==> config.mk <==
export PLATFORM = sky130hd
export DESIGN_NAME = fetch_operand_a
export DESIGN_NICKNAME = d
export VERILOG_FILES = /design/src/rtl/fetch_operand_a.sv
export SDC_FILE = /design/constraint.sdc
export NUM_CORES = 1
export LEC_CHECK = 0
export ABC_AREA = 0
export CAP_MARGIN = 10
export CELL_PAD_IN_SITES_DETAIL_PLACEMENT = 1
export CELL_PAD_IN_SITES_GLOBAL_PLACEMENT = 1
export CORE_MARGIN = 2
export CORE_UTILIZATION = 23
export CTS_CLUSTER_DIAMETER = 60
export DETAILED_ROUTE_END_ITERATION = 12
export GPL_TIMING_DRIVEN = 0
export PLACE_DENSITY_LB_ADDON = 0.1
export SYNTH_ARGS = -nofsm -noshare
export SYNTH_HDL_FRONTEND = slang
export SYNTH_SLANG_ARGS = --single-unit
==> constraint.sdc <==
create_clock -name clk -period 1.2 [get_ports clk]
set_input_delay 0.3 -clock clk [delete_from_list [all_inputs] [get_ports clk]]
set_output_delay 0.3 -clock clk [all_outputs]
set_load 0.03 [all_outputs]
==> src/rtl/fetch_operand_a.sv <==
// Fetch-operand-A stage: decodes the opcode, issues the mem[A] read and hands instruction, PC and operand A to FOB.
// Optional writeback bypass of operand A is enabled with the macro FOA_BYPASS_EN.
module fetch_operand_a #(
    parameter int ADDR_WIDTH  = 10,
    parameter int DATA_WIDTH  = 32,
    parameter int INSTR_WIDTH = 24
) (
    input  logic                   clk,
    input  logic                   rst,
    input  logic [INSTR_WIDTH-1:0] instruction_in,
    input  logic [ADDR_WIDTH-1:0]  program_counter_in,
    input  logic                   instruction_valid_in_from_FI_to_FOA,
    input  logic                   stall,
    input  logic                   flush,
    output logic [ADDR_WIDTH-1:0]  data_mem_read_addr_a,
    output logic                   data_mem_read_en_a,
    input  logic [DATA_WIDTH-1:0]  data_mem_read_data_a,
    input  logic                   wb_write_en,
    input  logic [ADDR_WIDTH-1:0]  wb_write_addr,
    input  logic [DATA_WIDTH-1:0]  wb_write_data,
    output logic [INSTR_WIDTH-1:0] instruction_out,
    output logic [ADDR_WIDTH-1:0]  program_counter_out,
    output logic [DATA_WIDTH-1:0]  operand_a_out,
    output logic                   instruction_valid_out_from_FOA_to_FOB
);

    localparam logic [3:0] OP_CP  = 4'b1010;
    localparam logic [3:0] OP_CPI = 4'b1011;

    logic [3:0]            opcode;
    logic                  needs_a;
    logic                  accept;
    logic                  needs_a_q;
    logic                  hold_flag;
    logic [DATA_WIDTH-1:0] hold_reg;
    logic                  byp_flag;
    logic [DATA_WIDTH-1:0] byp_reg;

    assign opcode               = instruction_in[INSTR_WIDTH-1 -: 4];
    assign needs_a              = (opcode != OP_CP) && (opcode != OP_CPI);
    assign accept               = instruction_valid_in_from_FI_to_FOA & ~stall & ~flush;
    assign data_mem_read_addr_a = instruction_in[2*ADDR_WIDTH-1:ADDR_WIDTH];
    assign data_mem_read_en_a   = accept & needs_a;

    always_ff @(posedge clk or negedge rst) begin
        if (!rst) begin
            instruction_out                       <= '0;
            program_counter_out                   <= '0;
            instruction_valid_out_from_FOA_to_FOB <= 1'b0;
            needs_a_q                             <= 1'b0;
        end else if (flush) begin
            instruction_valid_out_from_FOA_to_FOB <= 1'b0;
        end else if (!stall) begin
            if (instruction_valid_in_from_FI_to_FOA) begin
                instruction_out                       <= instruction_in;
                program_counter_out                   <= program_counter_in;
                instruction_valid_out_from_FOA_to_FOB <= 1'b1;
                needs_a_q                             <= needs_a;
            end else begin
                instruction_valid_out_from_FOA_to_FOB <= 1'b0;
            end
        end
    end

    // Memory data is only valid the cycle after the read, so capture it on the first stalled edge.
    always_ff @(posedge clk or negedge rst) begin
        if (!rst) begin
            hold_reg  <= '0;
            hold_flag <= 1'b0;
        end else if (flush) begin
            hold_flag <= 1'b0;
        end else if (stall) begin
            if (instruction_valid_out_from_FOA_to_FOB && !hold_flag) begin
                hold_reg  <= operand_a_out;
                hold_flag <= 1'b1;
            end
        end else begin
            hold_flag <= 1'b0;
        end
    end

`ifdef FOA_BYPASS_EN
    logic [ADDR_WIDTH-1:0] out_a_addr;
    assign out_a_addr = instruction_out[2*ADDR_WIDTH-1:ADDR_WIDTH];

    // Accept-time match covers the memory returning the pre-write value.
    always_ff @(posedge clk or negedge rst) begin
        if (!rst) begin
            byp_reg  <= '0;
            byp_flag <= 1'b0;
        end else if (flush) begin
            byp_flag <= 1'b0;
        end else if (accept) begin
            if (wb_write_en && (wb_write_addr == data_mem_read_addr_a)) begin
                byp_reg  <= wb_write_data;
                byp_flag <= 1'b1;
            end else begin
                byp_flag <= 1'b0;
            end
        end else if (instruction_valid_out_from_FOA_to_FOB && wb_write_en &&
                     (wb_write_addr == out_a_addr)) begin
            byp_reg  <= wb_write_data;
            byp_flag <= 1'b1;
        end
    end
`else
    logic unused_wb;
    assign unused_wb = ^{wb_write_en, wb_write_addr, wb_write_data};
    assign byp_flag  = 1'b0;
    assign byp_reg   = '0;
`endif

    always_comb begin
        operand_a_out = data_mem_read_data_a;
        if (!needs_a_q) begin
            operand_a_out = '0;
        end else if (byp_flag) begin
            operand_a_out = byp_reg;
        end else if (hold_flag) begin
            operand_a_out = hold_reg;
        end
    end

endmodule

## Word-level counts from Yosys, hierarchy flattened

Cells that the tools add are included.

| word-level totals | value |
|---|---|
| output and inout bits | 78 |
| register bits | 69 |

| cells by class | value |
|---|---|
| multiplexer cells | 8 |
| equal/unequal tests | 4 |
| bitwise gates (word level) | 5 |
| reductions and logical operators | 5 |

Operators by type and width:

| cell | number |
|---|---|
| $mux 32 | 2 |
| $ne 4x4->1 const B | 2 |
| $mux 1 | 6 |
| $reduce_and 3->1 | 2 |
| $and 1x1->1 | 3 |
| $ne 3x1->1 const B | 1 |
| $logic_and 1x1->1 | 2 |
| $ne 2x1->1 const B | 1 |
| $not 1->1 | 2 |
| $logic_not 1->1 | 1 |

## Depth between registers and ports, before layout

| depth | value |
|---|---|
| depth after elaboration | 5 |
| gate-level depth with buffers | 4 |
| mapped depth without buffers | 2 |

## Worst setup path before layout

Ideal clock, no wire load.

| timing path | value |
|---|---|
| path kind | register -> output |
| start point | reg hold_flag |
| end point | out operand_a_out[1] |
| setup slack | -0.616 ns |
| stages on the path, launching flop included | 5 |
| arrival | 1.516 ns |
| cell sequence | dfrtp_1 -> buf_2 -> clkbuf_1 -> nand2b_1 -> a21boi_0 |

| between the ends | value |
|---|---|
| word-level cells in the longest chain between the ends | 2 |

Ends and longest elaborated chain:

| what | line | source |
|---|---|---|
| from (decl) | 34 | `logic hold_flag;` |
| from (signal assigned) | 69 | `hold_flag <= 1'b0;` |
| from (signal assigned) | 71 | `hold_flag <= 1'b0;` |
| from (signal assigned) | 75 | `hold_flag <= 1'b1;` |
| $mux 32 | 119 | `end else if (hold_flag) begin` |
| $mux 32 | 115 | `if (!needs_a_q) begin` |
| to (decl) | 23 | `output logic [DATA_WIDTH-1:0] operand_a_out,` |

Every way passes these cells.

## Final worst setup path

| timing path | value |
|---|---|
| start point | reg hold_flag |
| end point | out operand_a_out[4] |

Same word-level chain as after synthesis.

==> metrics.md <==
| Metric | Value |
|---|---|
| Fin. Hold Viols | 0 |
| Core ar. | 0.0144 mm^2 |
| Detail Route Antenna Nets | 0 |
| Crit path kind | reg2out |
| Synth warnings | 0 |
| Wl on met1 | 4.86 mm |
| Hold Path Stages | 3 |
| 1st-iter DRT viols | 61 |
| RSZ-0062 raised after global routing | yes |
| Clock sinks | 69 |
| Crit-path max FO | 7 |
| Outcome | complete, but fails checks |
| WL final | 11.8 mm |
| Fin crit share | 1.54 |
| Worst r2r dst | hold_reg[1] |
| Post-Syn Instances | 272 |
| Detailed-route via count | 2935 |
| Final nets | between 500 and 600 |
| Sequential share of the synthesized area | 0.514 |
| Initial antenna violation count | 0 |
| Crit. End Element | primary output |
| Peak supply drop | 0.591 mV |
| CP max stage cell | dfrtp_2 |
| GPL Wtd Cong | 0.674 |
| Overall Power | approximately 9.5 mW |
| Top layer in use | met4 |
| Worst hold start | flush |
| Max incr delay on CP | 440 ps |
| Full die area | 0.0156 mm^2 |
| RR Startpoint | needs_a_q |
| Reg2reg path depth | 6 |
| Final worst slack | -648 ps |
| IO Pins | 192 |
| Hold-critical path endpoint | instruction_valid_out_from_FOA_to_FOB |
| Post-layout util | 0.495 |
| Achievable frequency | 541 MHz |
| Post-synth net total | 386 |
| Skew-Pair Late Insertion Delay | 330 ps |
| TritonCTS buffer count | 9 |
| Critical path arrival | 1550 ps |
| Req. time, crit path | 900 ps |
| DR WL met3 | 952 um |
| Drt via density | 4.39 |
| Final Critical Period | approximately 1800 ps |
| Largest net degree at the start of global routing | between 40 and 50 |
| Most frequent CP cell | buf_6 |
| Yosys reg bits | 69 |
| DP Area | 0.00566 mm^2 |
| H-tree depth | 3 |
| Area grow syn2layout | 112% |
| Lkg Pwr | 3.25 nW |
| Initial Utilization | 0.233 |
| CTS root buffer | clkbuf_16 |
| Post-Syn Area | 0.00336 mm^2 |
| Crit-path cells | buf_6, clkbuf_8, nand2b_4, a21boi_4, buf_6 |
| Worst path top cell family by delay | buffers and inverters |
| Ratio of cells with drive above 1 in the final layout | 0.635 |
| Syn_area_per_cell | about 12 um^2 |
| CTS tree | built |
| Pre-antenna DRT Iters | 4 |
| Hold Path Class | in2reg |
| Worst Skew | 7.44 ps |
| Number of diodes | 0 |
| Max reg flops | 32 |
| Number of port buffers | 148 |
| Reg2reg setup slack | -170 ps |
| Met2 wire length | just under 6 mm |
| Fillers | 1496 |
| Avg WL per Cell | around 18 um |
| Number of max-cap violations | 0 |
| PwrDens | 1330 mW/mm^2 |
| Relative slew margins | 0.701 |
| Grt ovf | 0 |
| Worst path bufs/invs | 3 |
| Final Slew Violations | 0 |
| Final Cell Area | between 0.007 and 0.008 mm^2 |
| Setup violations, final | 66 |
| First-pass GRT wire length | 17.5 mm |
| Horiz. Die Dim | 125 um |
| Worst setup SP type | register |
| Worst slew pin tran | 448 ps |
| Clk pin slew, worst setup/hold paths | 50 ps |
| Violations in the final reports | setup timing |
| Clock buffer depth | 2 |
| All-Layer GR Usage | 0.143 |
| Yosys cell types | 21 |
| Post-DP HPWL | 7.29 mm |
| Vias in the first global route | approximately 3200 |
| # rows | between 40 and 50 |
| DIE HEIGHT | 125 um |
| Residual DRC | 0 |
worst register-to-register path, stage by stage (launching register included):
cell and delay [ps]:
dfrtp_2 420, buf_6 110, buf_6 90, nand4b_1 180, buf_6 200, clkbuf_16 160
o2bb2ai_2 140
synthesized netlist by cell type:
cell / count / area [um^2]
mux2_2: 6 / 67.6
nand2b_1: 32 / 200
nor3b_2: 1 / 12.5
mux2i_1: 1 / 10.0
buf_2: 7 / 35.0
and2_1: 1 / 6.26
dfrtp_1: 69 / 1730
a21boi_1: 4 / 30.0
nor3b_1: 1 / 7.51
clkbuf_1: 10 / 37.5
o2bb2ai_1: 32 / 280
nand4b_1: 1 / 8.76
nand2_1: 32 / 120
nor2_1: 2 / 7.51
nand4bb_1: 1 / 11.3
mux2_4: 29 / 435
buf_6: 1 / 11.3
a21boi_0: 28 / 210
nand3b_1: 1 / 7.51
buf_4: 10 / 75.1
buf_12: 3 / 60.1
per-layer routing:
metal,GRT usage,up-vias
li1,-,1359
met1,0.179,1459
met2,0.224,106
met3,0.0610,11
met4,0.0451,0
met5,0,-
through the flow:
| step | TNS [ps] | hold slack (ps) | setup slack (ps) | std cells |
|---|---|---|---|---|
| finish | -23980 | 229 | -648 | 669 |
| global route | -29470 | 220 | -696 | 669 |
| CTS | -23110 | 193 | -635 | 648 |
| detailed placement | -85180 | 286 | -1360 | 605 |
| global placement | -285160 | 471 | -3230 | 604 |
| floorplan | -4220 | 4.41 | -147 | 272 |
kinds of logic (layout without fill, tap and decap cells):
| kind of cell | count (synthesis) | count (layout) | synth area share |
|---|---|---|---|
| AO/OA/AOI/OAI | 64 | 64 | 0.155 |
| buffers and inverters | 31 | 244 | 0.0652 |
| flip-flops | 69 | 69 | 0.514 |
| multiplexers | 36 | 36 | 0.153 |
| AND/OR/NAND/NOR | 72 | 72 | 0.114 |
power by group:
group / total [mW] / internal, mW / switching [mW]
logic: 3.83 / 2.25 / 1.57
clock network: 2.40 / 1.44 / 0.965
registers: 3.26 / 2.82 / 0.436
cells in the final DEF (no fill, tap or decap), types with 2 or more instances in the layout:
cell type        synthesis  final
mux2_2                   6      6
nand2b_2                 0      2
dlygate4sd2_1            0     10
clkbuf_8                 0      4
dfrtp_1                 69     66
buf_8                    0      5
buf_4                   10     44
buf_12                   3      3
a21boi_4                 0     32
clkdlybuf4s50_1          0     53
o2bb2ai_4                0     19
clkbuf_4                 0      3
buf_16                   0      2
nand2_1                 32     30
clkinv_2                 0      2
dlymetal6s2s_1           0      3
nor2_1                   2      2
mux2_4                  29     29
nand2b_4                 0     26
dfrtp_2                  0      3
clkbuf_16                0     16
buf_6                    1     94
nand2_2                  0      2
o2bb2ai_2                0     13
nand2b_1                32      4
clkbuf_1                10      3
final cells by class:
class,count,area [um^2],area share
clock inverters,2,10.0,0.00140
flip-flops and latches,69,1730,0.242
clock buffers,13,250,0.0351
repair buffers,198,2090,0.292
plain buffers,31,402,0.0563
multi-input cells,172,2430,0.340
well taps,184,230,0.0323
what timing repair did:
| item | in CTS | in global routing |
|---|---|---|
| hold endpoints to repair | 29 | 0 |
| hold buffers | 1 | 0 |
| buffers inserted | 22 | 19 |
| setup endpoints to repair | 144 | 107 |
| gates resized for setup | 625 | 74 |
| pin swaps | 33 | 19 |
| cloned | 5 | 4 |
worst max-delay path by stage:
stage / start / end / cells after the start / slack, ps
floorplan: hold_flag / operand_a_out[0] / 4 / -150
global placement: rst / instruction_valid_out_from_FOA_to_FOB / 1 / -3230
detailed placement: stall / data_mem_read_en_a / 6 / -1360
CTS: hold_flag / operand_a_out[1] / 5 / -640
global route: hold_flag / operand_a_out[6] / 5 / -700
finish: hold_flag / operand_a_out[4] / 5 / -650
No activity file was read; power rests on OpenSTA's default activity.
